## config.mk

```make
export PLATFORM = sky130hd
export DESIGN_NAME = uart_cmd_responder_flat
export DESIGN_NICKNAME = d
export VERILOG_FILES = /design/src/rtl/uart_cmd_pkg.sv /design/src/rtl/uart_cmd_responder_if.sv /design/src/rtl/uart_cmd_txseq.sv /design/src/rtl/uart_cmd_responder.sv /design/src/flat_wrapper.sv
export SDC_FILE = /design/constraint.sdc
export NUM_CORES = 1
export LEC_CHECK = 0
export CAP_MARGIN = 10
export CORE_MARGIN = 10
export CORE_UTILIZATION = 45
export CTS_CLUSTER_DIAMETER = 50
export CTS_CLUSTER_SIZE = 40
export DETAILED_ROUTE_END_ITERATION = 16
export PLACE_DENSITY = 0.78
export REMOVE_ABC_BUFFERS = 1
export SLEW_MARGIN = 20
export SYNTH_ARGS = -nofsm -noshare
export SYNTH_HDL_FRONTEND = slang
export SYNTH_SLANG_ARGS = --single-unit
```

## constraint.sdc

```tcl
create_clock -name clk -period 2.41 [get_ports clk]
set_input_delay 0.6025 -clock clk [delete_from_list [all_inputs] [get_ports clk]]
set_output_delay 0.6025 -clock clk [all_outputs]
set_load 0.02 [all_outputs]
```

## src/rtl/uart_cmd_pkg.sv

```systemverilog
// Shared definitions for the UART command responder.
//   - state_t      : command/response FSM states
//   - OP_*         : command opcodes
//   - ST_*         : response status codes
//   - resp_buf_t   : response buffer (status, up to 4 data bytes, checksum)
//   - xor_bytes32  : XOR of the four bytes of a 32-bit word
package uart_cmd_pkg;

    typedef enum logic [2:0] {
        S_IDLE    = 3'd0,
        S_OPC     = 3'd1,
        S_ADDR    = 3'd2,
        S_DATA    = 3'd3,
        S_CSUM    = 3'd4,
        S_EXEC    = 3'd5,
        S_RD_WAIT = 3'd6,
        S_RESP    = 3'd7
    } state_t;

    localparam logic [7:0] OP_WR    = 8'h01;
    localparam logic [7:0] OP_RD    = 8'h02;

    localparam logic [7:0] ST_OK    = 8'h00;
    localparam logic [7:0] ST_BADCS = 8'hE1;
    localparam logic [7:0] ST_BADOP = 8'hE2;
    localparam logic [7:0] ST_TMO   = 8'hE3;

    localparam int unsigned RESP_BUF_BYTES = 6;
    typedef logic [RESP_BUF_BYTES-1:0][7:0] resp_buf_t;

    function automatic logic [7:0] xor_bytes32(input logic [31:0] w);
        return w[31:24] ^ w[23:16] ^ w[15:8] ^ w[7:0];
    endfunction

endpackage

```

## src/rtl/uart_cmd_responder_if.sv

```systemverilog
// Register bus between the UART command responder and the register file.
//   master (responder): drives reg_addr, reg_wdata, reg_we, reg_re;
//                       receives reg_rdata, reg_rvalid.
//   slave  (reg file) : the opposite directions.
interface uart_cmd_responder_if;

    logic [7:0]  reg_addr;
    logic [31:0] reg_wdata;
    logic        reg_we;
    logic        reg_re;
    logic [31:0] reg_rdata;
    logic        reg_rvalid;

    modport master (
        output reg_addr, reg_wdata, reg_we, reg_re,
        input  reg_rdata, reg_rvalid
    );

    modport slave (
        input  reg_addr, reg_wdata, reg_we, reg_re,
        output reg_rdata, reg_rvalid
    );

endinterface

```

## src/rtl/uart_cmd_txseq.sv

```systemverilog
// Streams a response frame to the UART transmitter: SYNC_TX first, then
// resp_len bytes of resp_buf starting at index 0.
// Ports:
//   clk, rst          : clock, asynchronous active-low reset
//   start             : one-cycle pulse, latches resp_len and begins a frame
//   resp_buf/resp_len : bytes following the sync byte and their count
//   tx_busy           : transmitter busy
//   tx_start/tx_data  : one-cycle launch pulse and held byte
//   done              : one-cycle pulse once the last byte has left the line
module uart_cmd_txseq
    import uart_cmd_pkg::*;
#(
    parameter logic [7:0] SYNC_TX = 8'h5A
) (
    input  logic       clk,
    input  logic       rst,
    input  logic       start,
    input  resp_buf_t  resp_buf,
    input  logic [2:0] resp_len,
    input  logic       tx_busy,
    output logic       tx_start,
    output logic [7:0] tx_data,
    output logic       done
);

    logic       active_r;
    logic [2:0] idx_r;
    logic [2:0] last_r;
    logic       tx_start_r;
    logic       guard_r;
    logic [7:0] tx_data_r;
    logic       done_r;

    // Launch sequencer. The two cycles after a launch ignore tx_busy so the
    // transmitter's delayed busy rise is never mistaken for idle.
    always_ff @(posedge clk or negedge rst) begin
        if (!rst) begin
            active_r   <= 1'b0;
            idx_r      <= 3'd0;
            last_r     <= 3'd0;
            tx_start_r <= 1'b0;
            guard_r    <= 1'b0;
            tx_data_r  <= 8'h00;
            done_r     <= 1'b0;
        end else begin
            tx_start_r <= 1'b0;
            done_r     <= 1'b0;
            guard_r    <= tx_start_r;
            if (start) begin
                active_r <= 1'b1;
                idx_r    <= 3'd0;
                last_r   <= resp_len;
            end else if (active_r && !tx_start_r && !guard_r && !tx_busy) begin
                if (idx_r > last_r) begin
                    active_r <= 1'b0;
                    done_r   <= 1'b1;
                end else begin
                    tx_start_r <= 1'b1;
                    tx_data_r  <= (idx_r == 3'd0) ? SYNC_TX : resp_buf[idx_r - 3'd1];
                    idx_r      <= idx_r + 3'd1;
                end
            end else begin
                active_r <= active_r;
            end
        end
    end

    assign tx_start = tx_start_r;
    assign tx_data  = tx_data_r;
    assign done     = done_r;

endmodule

```

## src/rtl/uart_cmd_responder.sv

```systemverilog
// Host-facing command endpoint: parses framed read/write commands from the
// UART receiver, drives the register bus, and returns a framed response.
// Optional build macro: UART_CMD_TIMEOUT_EN enables the inter-byte and
// read-completion timeout counter.
// Ports:
//   clk, rst          : clock, asynchronous active-low reset
//   rx_valid, rx_data : received byte strobe and value
//   tx_busy           : transmitter busy
//   tx_start, tx_data : transmitter launch pulse and byte
//   frame_err         : one-cycle pulse on checksum/opcode/timeout error
//   reg_bus           : register bus (master side)
module uart_cmd_responder
    import uart_cmd_pkg::*;
#(
    parameter int unsigned CLKFREQ        = 100000000,
    parameter int unsigned TIMEOUT_CYCLES = 1000000,
    parameter logic [7:0]  SYNC_RX        = 8'hA5,
    parameter logic [7:0]  SYNC_TX        = 8'h5A
) (
    input  logic                        clk,
    input  logic                        rst,
    input  logic                        rx_valid,
    input  logic [7:0]                  rx_data,
    input  logic                        tx_busy,
    output logic                        tx_start,
    output logic [7:0]                  tx_data,
    output logic                        frame_err,
    uart_cmd_responder_if.master        reg_bus
);

    // The timeout counter is 20 bits wide.
    if (CLKFREQ == 0 || TIMEOUT_CYCLES < 2 || TIMEOUT_CYCLES > 1048576) begin : g_bad_cfg
        $error("uart_cmd_responder: unsupported CLKFREQ/TIMEOUT_CYCLES");
    end

    state_t     state_r;
    logic [7:0] opc_r;
    logic [7:0] csum_r;
    logic [7:0] addr_sh_r;
    logic [31:0] wdata_sh_r;
    logic [1:0] data_cnt_r;
    logic [7:0] status_r;
    logic [7:0] reg_addr_r;
    logic [31:0] reg_wdata_r;
    logic       reg_we_r;
    logic       reg_re_r;
    logic       frame_err_r;
    logic       resp_go_r;
    resp_buf_t  resp_buf_r;
    logic [2:0] resp_len_r;
    logic       seq_done_s;
    logic       opc_ok_s;
    logic       frame_active_s;

    assign opc_ok_s       = (opc_r == OP_WR) || (opc_r == OP_RD);
    assign frame_active_s = (state_r == S_OPC) || (state_r == S_ADDR) ||
                            (state_r == S_DATA) || (state_r == S_CSUM);

`ifdef UART_CMD_TIMEOUT_EN
    localparam logic [19:0] TMO_LAST = 20'(TIMEOUT_CYCLES - 1);
    logic [19:0] tmo_cnt_r;
    logic        tmo_hit_s;
    assign tmo_hit_s = (tmo_cnt_r == TMO_LAST);

    // Cycles since the last accepted frame byte, or since entering the read wait.
    always_ff @(posedge clk or negedge rst) begin
        if (!rst) begin
            tmo_cnt_r <= 20'd0;
        end else if ((frame_active_s && rx_valid) || state_r == S_IDLE || state_r == S_EXEC) begin
            tmo_cnt_r <= 20'd0;
        end else if (!tmo_hit_s) begin
            tmo_cnt_r <= tmo_cnt_r + 20'd1;
        end else begin
            tmo_cnt_r <= tmo_cnt_r;
        end
    end
`endif

    // Command parser, register-bus strobes and response buffer build.
    always_ff @(posedge clk or negedge rst) begin
        if (!rst) begin
            state_r     <= S_IDLE;
            opc_r       <= 8'h00;
            csum_r      <= 8'h00;
            addr_sh_r   <= 8'h00;
            wdata_sh_r  <= 32'h0;
            data_cnt_r  <= 2'd0;
            status_r    <= ST_OK;
            reg_addr_r  <= 8'h00;
            reg_wdata_r <= 32'h0;
            reg_we_r    <= 1'b0;
            reg_re_r    <= 1'b0;
            frame_err_r <= 1'b0;
            resp_go_r   <= 1'b0;
            resp_buf_r  <= '0;
            resp_len_r  <= 3'd0;
        end else begin
            reg_we_r    <= 1'b0;
            reg_re_r    <= 1'b0;
            frame_err_r <= 1'b0;
            resp_go_r   <= 1'b0;
            case (state_r)
                S_IDLE: begin
                    if (rx_valid && rx_data == SYNC_RX) state_r <= S_OPC;
                    else                                state_r <= S_IDLE;
                end
                S_OPC: begin
                    if (rx_valid) begin
                        opc_r   <= rx_data;
                        csum_r  <= rx_data;
                        state_r <= S_ADDR;
                    end
                end
                S_ADDR: begin
                    if (rx_valid) begin
                        addr_sh_r  <= rx_data;
                        csum_r     <= csum_r ^ rx_data;
                        data_cnt_r <= 2'd0;
                        // Unknown opcodes are consumed with read-frame length.
                        state_r    <= (opc_r == OP_WR) ? S_DATA : S_CSUM;
                    end
                end
                S_DATA: begin
                    if (rx_valid) begin
                        wdata_sh_r <= {wdata_sh_r[23:0], rx_data};
                        csum_r     <= csum_r ^ rx_data;
                        data_cnt_r <= data_cnt_r + 2'd1;
                        if (data_cnt_r == 2'd3) state_r <= S_CSUM;
                    end
                end
                S_CSUM: begin
                    if (rx_valid) begin
                        state_r <= S_EXEC;
                        if (!opc_ok_s) begin
                            status_r    <= ST_BADOP;
                            frame_err_r <= 1'b1;
                        end else if (csum_r != rx_data) begin
                            status_r    <= ST_BADCS;
                            frame_err_r <= 1'b1;
                        end else begin
                            status_r   <= ST_OK;
                            reg_addr_r <= addr_sh_r;
                            if (opc_r == OP_WR) begin
                                reg_wdata_r <= wdata_sh_r;
                                reg_we_r    <= 1'b1;
                            end else begin
                                reg_re_r    <= 1'b1;
                            end
                        end
                    end
                end
                S_EXEC: begin
                    if (status_r == ST_OK && opc_r == OP_RD) begin
                        state_r <= S_RD_WAIT;
                    end else begin
                        // Status-only response: checksum equals the status byte.
                        resp_buf_r[0] <= status_r;
                        resp_buf_r[1] <= status_r;
                        resp_len_r    <= 3'd2;
                        resp_go_r     <= 1'b1;
                        state_r       <= S_RESP;
                    end
                end
                S_RD_WAIT: begin
                    if (reg_bus.reg_rvalid) begin
                        resp_buf_r <= {ST_OK ^ xor_bytes32(reg_bus.reg_rdata),
                                       reg_bus.reg_rdata[7:0],   reg_bus.reg_rdata[15:8],
                                       reg_bus.reg_rdata[23:16], reg_bus.reg_rdata[31:24],
                                       ST_OK};
                        resp_len_r <= 3'd6;
                        resp_go_r  <= 1'b1;
                        state_r    <= S_RESP;
                    end
`ifdef UART_CMD_TIMEOUT_EN
                    else if (tmo_hit_s) begin
                        resp_buf_r[0] <= ST_TMO;
                        resp_buf_r[1] <= ST_TMO;
                        resp_len_r    <= 3'd2;
                        resp_go_r     <= 1'b1;
                        frame_err_r   <= 1'b1;
                        state_r       <= S_RESP;
                    end
`endif
                end
                S_RESP: begin
                    // Received bytes are dropped until the frame is fully sent.
                    if (seq_done_s) state_r <= S_IDLE;
                    else            state_r <= S_RESP;
                end
                default: state_r <= S_IDLE;
            endcase
`ifdef UART_CMD_TIMEOUT_EN
            // A stalled command frame is abandoned silently.
            if (frame_active_s && !rx_valid && tmo_hit_s) begin
                frame_err_r <= 1'b1;
                state_r     <= S_IDLE;
            end
`endif
        end
    end

    uart_cmd_txseq #(.SYNC_TX(SYNC_TX)) u_txseq (
        .clk      (clk),
        .rst      (rst),
        .start    (resp_go_r),
        .resp_buf (resp_buf_r),
        .resp_len (resp_len_r),
        .tx_busy  (tx_busy),
        .tx_start (tx_start),
        .tx_data  (tx_data),
        .done     (seq_done_s)
    );

    assign reg_bus.reg_addr  = reg_addr_r;
    assign reg_bus.reg_wdata = reg_wdata_r;
    assign reg_bus.reg_we    = reg_we_r;
    assign reg_bus.reg_re    = reg_re_r;
    assign frame_err         = frame_err_r;

endmodule
```

## src/flat_wrapper.sv

```systemverilog
// flat-port wrapper written by rule: the top's interface ports become plain ports
module uart_cmd_responder_flat import uart_cmd_pkg::*;
#(
    parameter int unsigned CLKFREQ        = 100000000,
    parameter int unsigned TIMEOUT_CYCLES = 1000000,
    parameter logic [7:0]  SYNC_RX        = 8'hA5,
    parameter logic [7:0]  SYNC_TX        = 8'h5A
)
  (clk, rst, rx_valid, rx_data, tx_busy, tx_start, tx_data, frame_err, reg_bus_reg_addr, reg_bus_reg_wdata, reg_bus_reg_we, reg_bus_reg_re, reg_bus_reg_rdata, reg_bus_reg_rvalid);
  uart_cmd_responder_if reg_bus_i ();
  input  logic clk;
  input  logic rst;
  input  logic rx_valid;
  input  logic [7:0] rx_data;
  input  logic tx_busy;
  output logic tx_start;
  output logic [7:0] tx_data;
  output logic frame_err;
  output wire logic [$bits(reg_bus_i.reg_addr)-1:0] reg_bus_reg_addr;
  output wire logic [$bits(reg_bus_i.reg_wdata)-1:0] reg_bus_reg_wdata;
  output wire logic [$bits(reg_bus_i.reg_we)-1:0] reg_bus_reg_we;
  output wire logic [$bits(reg_bus_i.reg_re)-1:0] reg_bus_reg_re;
  input wire logic [$bits(reg_bus_i.reg_rdata)-1:0] reg_bus_reg_rdata;
  input wire logic [$bits(reg_bus_i.reg_rvalid)-1:0] reg_bus_reg_rvalid;
  assign reg_bus_reg_addr = reg_bus_i.reg_addr;
  assign reg_bus_reg_wdata = reg_bus_i.reg_wdata;
  assign reg_bus_reg_we = reg_bus_i.reg_we;
  assign reg_bus_reg_re = reg_bus_i.reg_re;
  assign reg_bus_i.reg_rdata = reg_bus_reg_rdata;
  assign reg_bus_i.reg_rvalid = reg_bus_reg_rvalid;
  uart_cmd_responder #(.CLKFREQ(CLKFREQ), .TIMEOUT_CYCLES(TIMEOUT_CYCLES), .SYNC_RX(SYNC_RX), .SYNC_TX(SYNC_TX)) u_core (.clk(clk), .rst(rst), .rx_valid(rx_valid), .rx_data(rx_data), .tx_busy(tx_busy), .tx_start(tx_start), .tx_data(tx_data), .frame_err(frame_err), .reg_bus(reg_bus_i));
endmodule
```

Word-level counts from Yosys, hierarchy flattened
Index checks and enable logic that the tools add are counted.
{"block": "op_classes", "reduce_logical": 32, "eq_ne": 21, "muxes": 57, "n_addsub": 3, "bitwise_logic": 7, "order_cmp": 2}
{"cell": "$mux W8", "n": 6}
{"cell": "$mux W3", "n": 13}
{"cell": "$mux W16", "n": 2}
{"cell": "$pmux W16 S2", "n": 1}
{"cell": "$xor A8 B8 Y8", "n": 4}
{"cell": "$mux W1", "n": 27}
{"cell": "$bmux W8 S3", "n": 1}
{"cell": "$pmux W3 S8", "n": 1}
{"cell": "$pmux W8 S2", "n": 1}
{"cell": "$ne A2 B2 Y1 const B", "n": 7}
{"cell": "$reduce_and A2 Y1", "n": 7}
{"cell": "$eq A3 B3 Y1 const B", "n": 4}
{"cell": "$reduce_and A3 Y1", "n": 4}
{"cell": "$reduce_bool A2 Y1", "n": 5}
{"cell": "$eq A8 B1 Y1 const B", "n": 1}
{"cell": "$eq A8 B2 Y1 const B", "n": 1}
{"cell": "$eq A8 B8 Y1 const B", "n": 1}
{"cell": "$logic_not A8 Y1", "n": 1}
{"cell": "$ne A8 B8 Y1", "n": 1}
{"cell": "$eq A3 B2 Y1 const B", "n": 2}
{"cell": "$logic_not A3 Y1", "n": 2}
{"cell": "$pmux W3 S2", "n": 1}
{"cell": "$reduce_and A6 Y1", "n": 1}
{"cell": "$logic_and A1 B1 Y1", "n": 5}
{"cell": "17 further kinds", "n": 23}
{"block": "word_totals", "elab_cells": 149, "out_inout_bits": 52, "inputBits": 45, "ff_bits": 182}

Depth between registers and ports, before layout
{"block": "depth", "ltp_word": 6, "depth_mapped": 10, "mapped_depth_nobuf": 7}

By module
A second synthesis with hierarchy kept.
{"block": "unflattened", "cells_unflattened": 636, "hier_area_um2": 7786.2}
{"module": "uart_cmd_responder", "area_per_inst_um2": 6576.3, "n_inst": 1, "seq_area_each_um2": 3828.7, "cells_per_inst": 531}
{"module": "uart_cmd_txseq", "area_per_inst_um2": 1209.9, "n_inst": 1, "seq_area_each_um2": 450.4, "cells_per_inst": 105}

Least setup slack after synthesis
OpenSTA, ideal clock, no wires.
{"block": "synth_timing", "kind": "register to register", "startpoint": "reg u_core.u_txseq.idx_r[0]", "endpoint": "reg u_core.u_txseq.tx_data_r[6] (netlist: u_core.u_txseq.tx_data[6])", "setup_time_ns": 0.135, "setup_slack_ns": 0.123, "n_path_buf": 4, "path_stages_with_launch": 10, "synth_period_minus_slack_ns": 2.287, "t_required_ns": 2.275, "arrival_time_ns": 2.152, "cell_sequence": "dfrtp_1 buf_2 buf_2 inv_1 ha_1 clkbuf_1 buf_2 mux4_2 a21oi_1 o21ai_0"}
{"block": "synth_between", "elab_chain_len": 4, "word_cells_on_any_way": 8, "cone_classes": "add/sub: 1; order compare: 1; mux: 3; bitwise: 1; reduce/logical: 2"}
{"item": "from (decl)", "line": "uart_cmd_txseq.sv:27", "text": "logic [2:0] idx_r;"}
{"item": "from (signal assigned)", "line": "uart_cmd_txseq.sv:60", "text": "idx_r <= idx_r + 3'd1;"}
{"item": "$sub A3 B1 Y3", "line": "uart_cmd_txseq.sv:59", "text": "tx_data_r <= (idx_r == 3'd0) ? SYNC_TX : resp_buf[idx_r - 3'd1];"}
{"item": "$bmux W8 S3", "line": "uart_cmd_txseq.sv:59"}
{"item": "$mux W8 (not written as such)", "line": "uart_cmd_txseq.sv:59"}
{"item": "$mux W8", "line": "uart_cmd_txseq.sv:59"}
{"item": "to (signal assigned)", "line": "uart_cmd_txseq.sv:59"}
{"item": "to (decl)", "line": "uart_cmd_txseq.sv:31", "text": "logic [7:0] tx_data_r;"}
Several ways; a longest one is shown, not always the timed one. The select of a mux whose other input is x is not followed.
A chain may end at the register's enable or synchronous reset.

Worst setup path in the final report
{"block": "layout_timing", "startpoint": "in rx_data[1]", "endpoint": "reg u_core.reg_wdata_r[20] (netlist: u_core.reg_bus.reg_wdata[20])"}
{"block": "layout_between", "elab_chain_len": 3}
{"item": "from (decl)", "line": "flat_wrapper.sv:14", "text": "input logic [7:0] rx_data;"}
{"item": "$ne A8 B8 Y1", "line": "uart_cmd_responder.sv:137", "text": "end else if (csum_r != rx_data) begin"}
{"item": "$not A1 Y1 (no line)"}
{"item": "$reduce_and A5 Y1 (no line)"}
{"item": "to (signal assigned)", "line": "uart_cmd_responder.sv:144", "text": "reg_wdata_r <= wdata_sh_r;"}
{"item": "to (decl)", "line": "uart_cmd_responder.sv:44", "text": "logic [31:0] reg_wdata_r;"}
Every way passes these cells.

==> run metrics <==
Fill cells=between 1000 and 1500; sequential area share after synthesis=0.565; die height=about 150 µm; adder-cell share of the synthesized area=0.00997; Max-slew headroom=0.570; Yosys cell types=between 50 and 60; Port-buffer cells=96; max incr delay on CP=approximately 0.45 ns; largest net degree at the start of global routing=65; Min Clock Period, post-route=~2.2 ns; Crit Path Class=in -> reg; area grow syn2layout=26.0%; CP required=about 2.7 ns; # diodes=0; Starting DRT DRC Count=approximately 270; Area after DPL=about 8900 µm²; CTS sink count=170; Final Hold Vio Count=0; Max Slew Vio Count=0; Leak=0.00440 µW; die footprint=about 22000 µm²; largest family of logic cells by synthesized area=multiplexers; setup slack at placement=-0.172 ns; setup_tns=0 ns; via-per-instance ratio=around 5.3; worst vdd ir=roughly 0.60 mV; Post-Synth XOR/XNOR Area=0.0419; Residual DRC=0; num ports=97; CP Data Arrival Time=2.45 ns; Setup crit end kind=flop; Final Non-Filler Cells=roughly 960; post-synthesis cell count=about 620; die span in x=around 150 µm; post-CTS setup buffers=0; cts hold-fix bufs=0; GR Overflow Total=0; initial antenna violation count=0; Ys Warns=0; Mapped Area=around 7500 µm²; CTS tree=yes; DP HPWL=between 10 and 15 mm; status=complete, no violations; min-delay worst type=in -> async; critical path cell sequence=clkdlybuf4s50_1, xnor2_1, nand4_1, nor2_1, and3_1, buf_12, mux2_1; core area=between 15000 and 20000 µm²; drt total wl=roughly 17 mm; syn_area_per_cell=roughly 12 µm²; average wire per cell in the routed design=around 17 µm; Placer Congestion=approximately 0.89; final antenna-violating net count=0; fin nets=around 780; FFs w/ async S/R, synth=1.00; post-route cell area=approximately 9500 µm²; CTS H-tree lvls=4; post_cts resized=0; total CTS buffers=17; Clock Latency Late Sink=0.42 ns; RSZ-0062 raised after global routing=no; fraction of the cycle the final worst path needs=0.892; Max Freq=~0.47 GHz; Post-synth EDFFs=0; Main synth FF type=dfrtp_1; Max Root-Sink Buffers=2; register clock-pin slew on the reported worst setup and hold paths=approximately 0.060 ns; max-cap viol count=0; CP max FO=33; mux share of post-synthesis cell area=0.173; Simple-Gate Fraction of Synth Area=0.107; row count=47; root buffer cell=clkbuf_16; endpoints failing setup=0; Layout Skew=between 0.007 and 0.008 ns; vias in the first global route=approximately 5300; PnR worst setup slack=0.260 ns; Worst Tran Pin Value=0.645 ns; first-pass GRT wire length=between 20 and 30 mm; Slowest-stage cell, CP=clkdlybuf4s50_1; Total GRT Usage=0.154; overall power=10500 µW; Vias=5067; pwr dens=1110 nW/µm²; compound-cell area share of the yosys netlist=0.0708; Placed Cells incl. Taps=931; Detailed Routing Iterations Pass 1=5; initial core utilization=0.457; share of cells above drive strength 1=0.189; register bit count reported by yosys=170; startpoint types=input pin
[critical path: cells and delay by family]
family | cells | cell delay [ns]
buffers and inverters | 2 | 0.67
and+or+nand+nor | 3 | 0.53
muxes | 1 | 0.36
xor gates and xnor gates | 1 | 0.26
[cell type report]
| type | instances | area, µm² | area share |
|---|---|---|---|
| clock buffer | 17 | 425 | 0.0448 |
| multi-input combinational | 406 | 3040 | 0.320 |
| inverter | 8 | 30.0 | 0.00316 |
| clock inverter | 14 | 183 | 0.0192 |
| sequential | 170 | 4250 | 0.448 |
| timing repair buffer | 127 | 1280 | 0.135 |
| tap | 220 | 275 | 0.0290 |
[Yosys cell counts, drive strengths merged (3+ instances only)]
library cell | number | area share
dfrtp | 170 | 0.56
nand2 | 112 | 0.056
mux2 | 89 | 0.13
xnor2 | 35 | 0.041
buf | 25 | 0.021
o21ai | 25 | 0.017
a21oi | 23 | 0.015
mux2i | 19 | 0.025
nor2 | 15 | 0.0078
clkbuf | 14 | 0.0073
a22o | 12 | 0.014
inv | 8 | 0.0040
ha | 6 | 0.010
nand2b | 6 | 0.0060
nor2b | 6 | 0.0050
mux4 | 5 | 0.015
a221o | 4 | 0.0053
and3 | 4 | 0.0033
nand3 | 4 | 0.0027
nor3 | 4 | 0.0042
nand3b | 3 | 0.0030
nor3b | 3 | 0.0045
[routing by layer]
metal	vias up	track usage	part of all wire	wire [µm]
li1	2349	-	-	-
met5	-	0	0	0
met1	2543	0.197	0.44	7390
met2	161	0.248	0.49	8230
met3	14	0.0440	0.055	925
met4	0	0.0437	0.0093	156
[final timing paths]
path                                    startpoint                      endpoint  slack, ns  depth (start not counted)
max in group asynchronous                      rst          u_core.wdata_sh_r[9]       1.55                          2
min                                            rst     u_core.u_txseq.tx_data[2]       0.11                          1
min in group clk           u_core.u_txseq.tx_start        u_core.u_txseq.guard_r       0.44                          0
max                                     rx_data[1]  u_core.reg_bus.reg_wdata[20]       0.26                          7
min reg2reg                u_core.u_txseq.tx_start        u_core.u_txseq.guard_r       0.44                          0
max reg2reg                u_core.u_txseq.idx_r[1]     u_core.u_txseq.tx_data[1]       0.35                          6
[logic make-up (layout without fill, tap and decap cells)]
group           after synthesis  after routing
flops                       170            170
mux                         113            113
xor+xnor                     36             36
simple gates                169            169
compound gates               82             82
buf+inv                      47            166
fa+ha+maj                     6              6
[placed cells by master (no fill, tap or decap), types with 2 or more instances in the layout]
cell             instances
nor2_1                  14
inv_6                    7
mux2i_1                 19
mux4_2                   5
a221o_1                  4
dfrtp_1                170
mux2_1                  29
o22ai_1                  2
buf_12                   7
clkbuf_16               17
nor2b_1                  6
clkinvlp_4               2
nand2_1                112
o21ai_0                 24
nand3_1                  3
nand2b_1                 5
xnor2_1                 35
nor3_1                   2
buf_4                   24
inv_1                    6
nand4_1                  2
and3_1                   4
o21a_1                   2
a21boi_0                 2
inv_2                    2
ha_1                     6
nor3b_1                  2
a21oi_1                 23
nand4b_1                 2
mux2_2                  60
a22o_1                  12
o211ai_1                 2
clkdlybuf4s50_1         95
bufinv_16                3
nand3b_1                 3
a21o_1                   2
[per-stage QoR]
stage | hold WS (ns) | utilization
2_1_floorplan | 0.307 | -
3_3_place_gp | 0.435 | 0.539
3_5_place_dp | 0.424 | 0.539
4_1_cts | 0.125 | 0.576
5_1_grt | 0.135 | 0.576
6_report | 0.114 | 0.576
[state kept, by name (all words and copies together) (netlist names), 2 cells and up]
| register | count |
|---|---|
| u_core.u_txseq.tx_data | 8 |
| u_core.wdata_sh_r | 32 |
| u_core.resp_buf_r | 43 |
| u_core.reg_bus.reg_addr | 8 |
| u_core.u_txseq.last_r | 2 |
| u_core.data_cnt_r | 2 |
| u_core.status_r | 3 |
| u_core.state_r | 3 |
| u_core.opc_r | 8 |
| u_core.csum_r | 8 |
| u_core.addr_sh_r | 8 |
| u_core.resp_len_r | 2 |
| u_core.reg_bus.reg_wdata | 32 |
| u_core.u_txseq.idx_r | 3 |
[power by group]
group	leakage, µW	switching [µW]	internal [µW]
Sequential	0.00223	704	3780
Combinational	0.00188	1570	1640
Clock	0.000294	1170	1650
Total	0.00440	3440	7070
(Power assumes the default switching activity.)
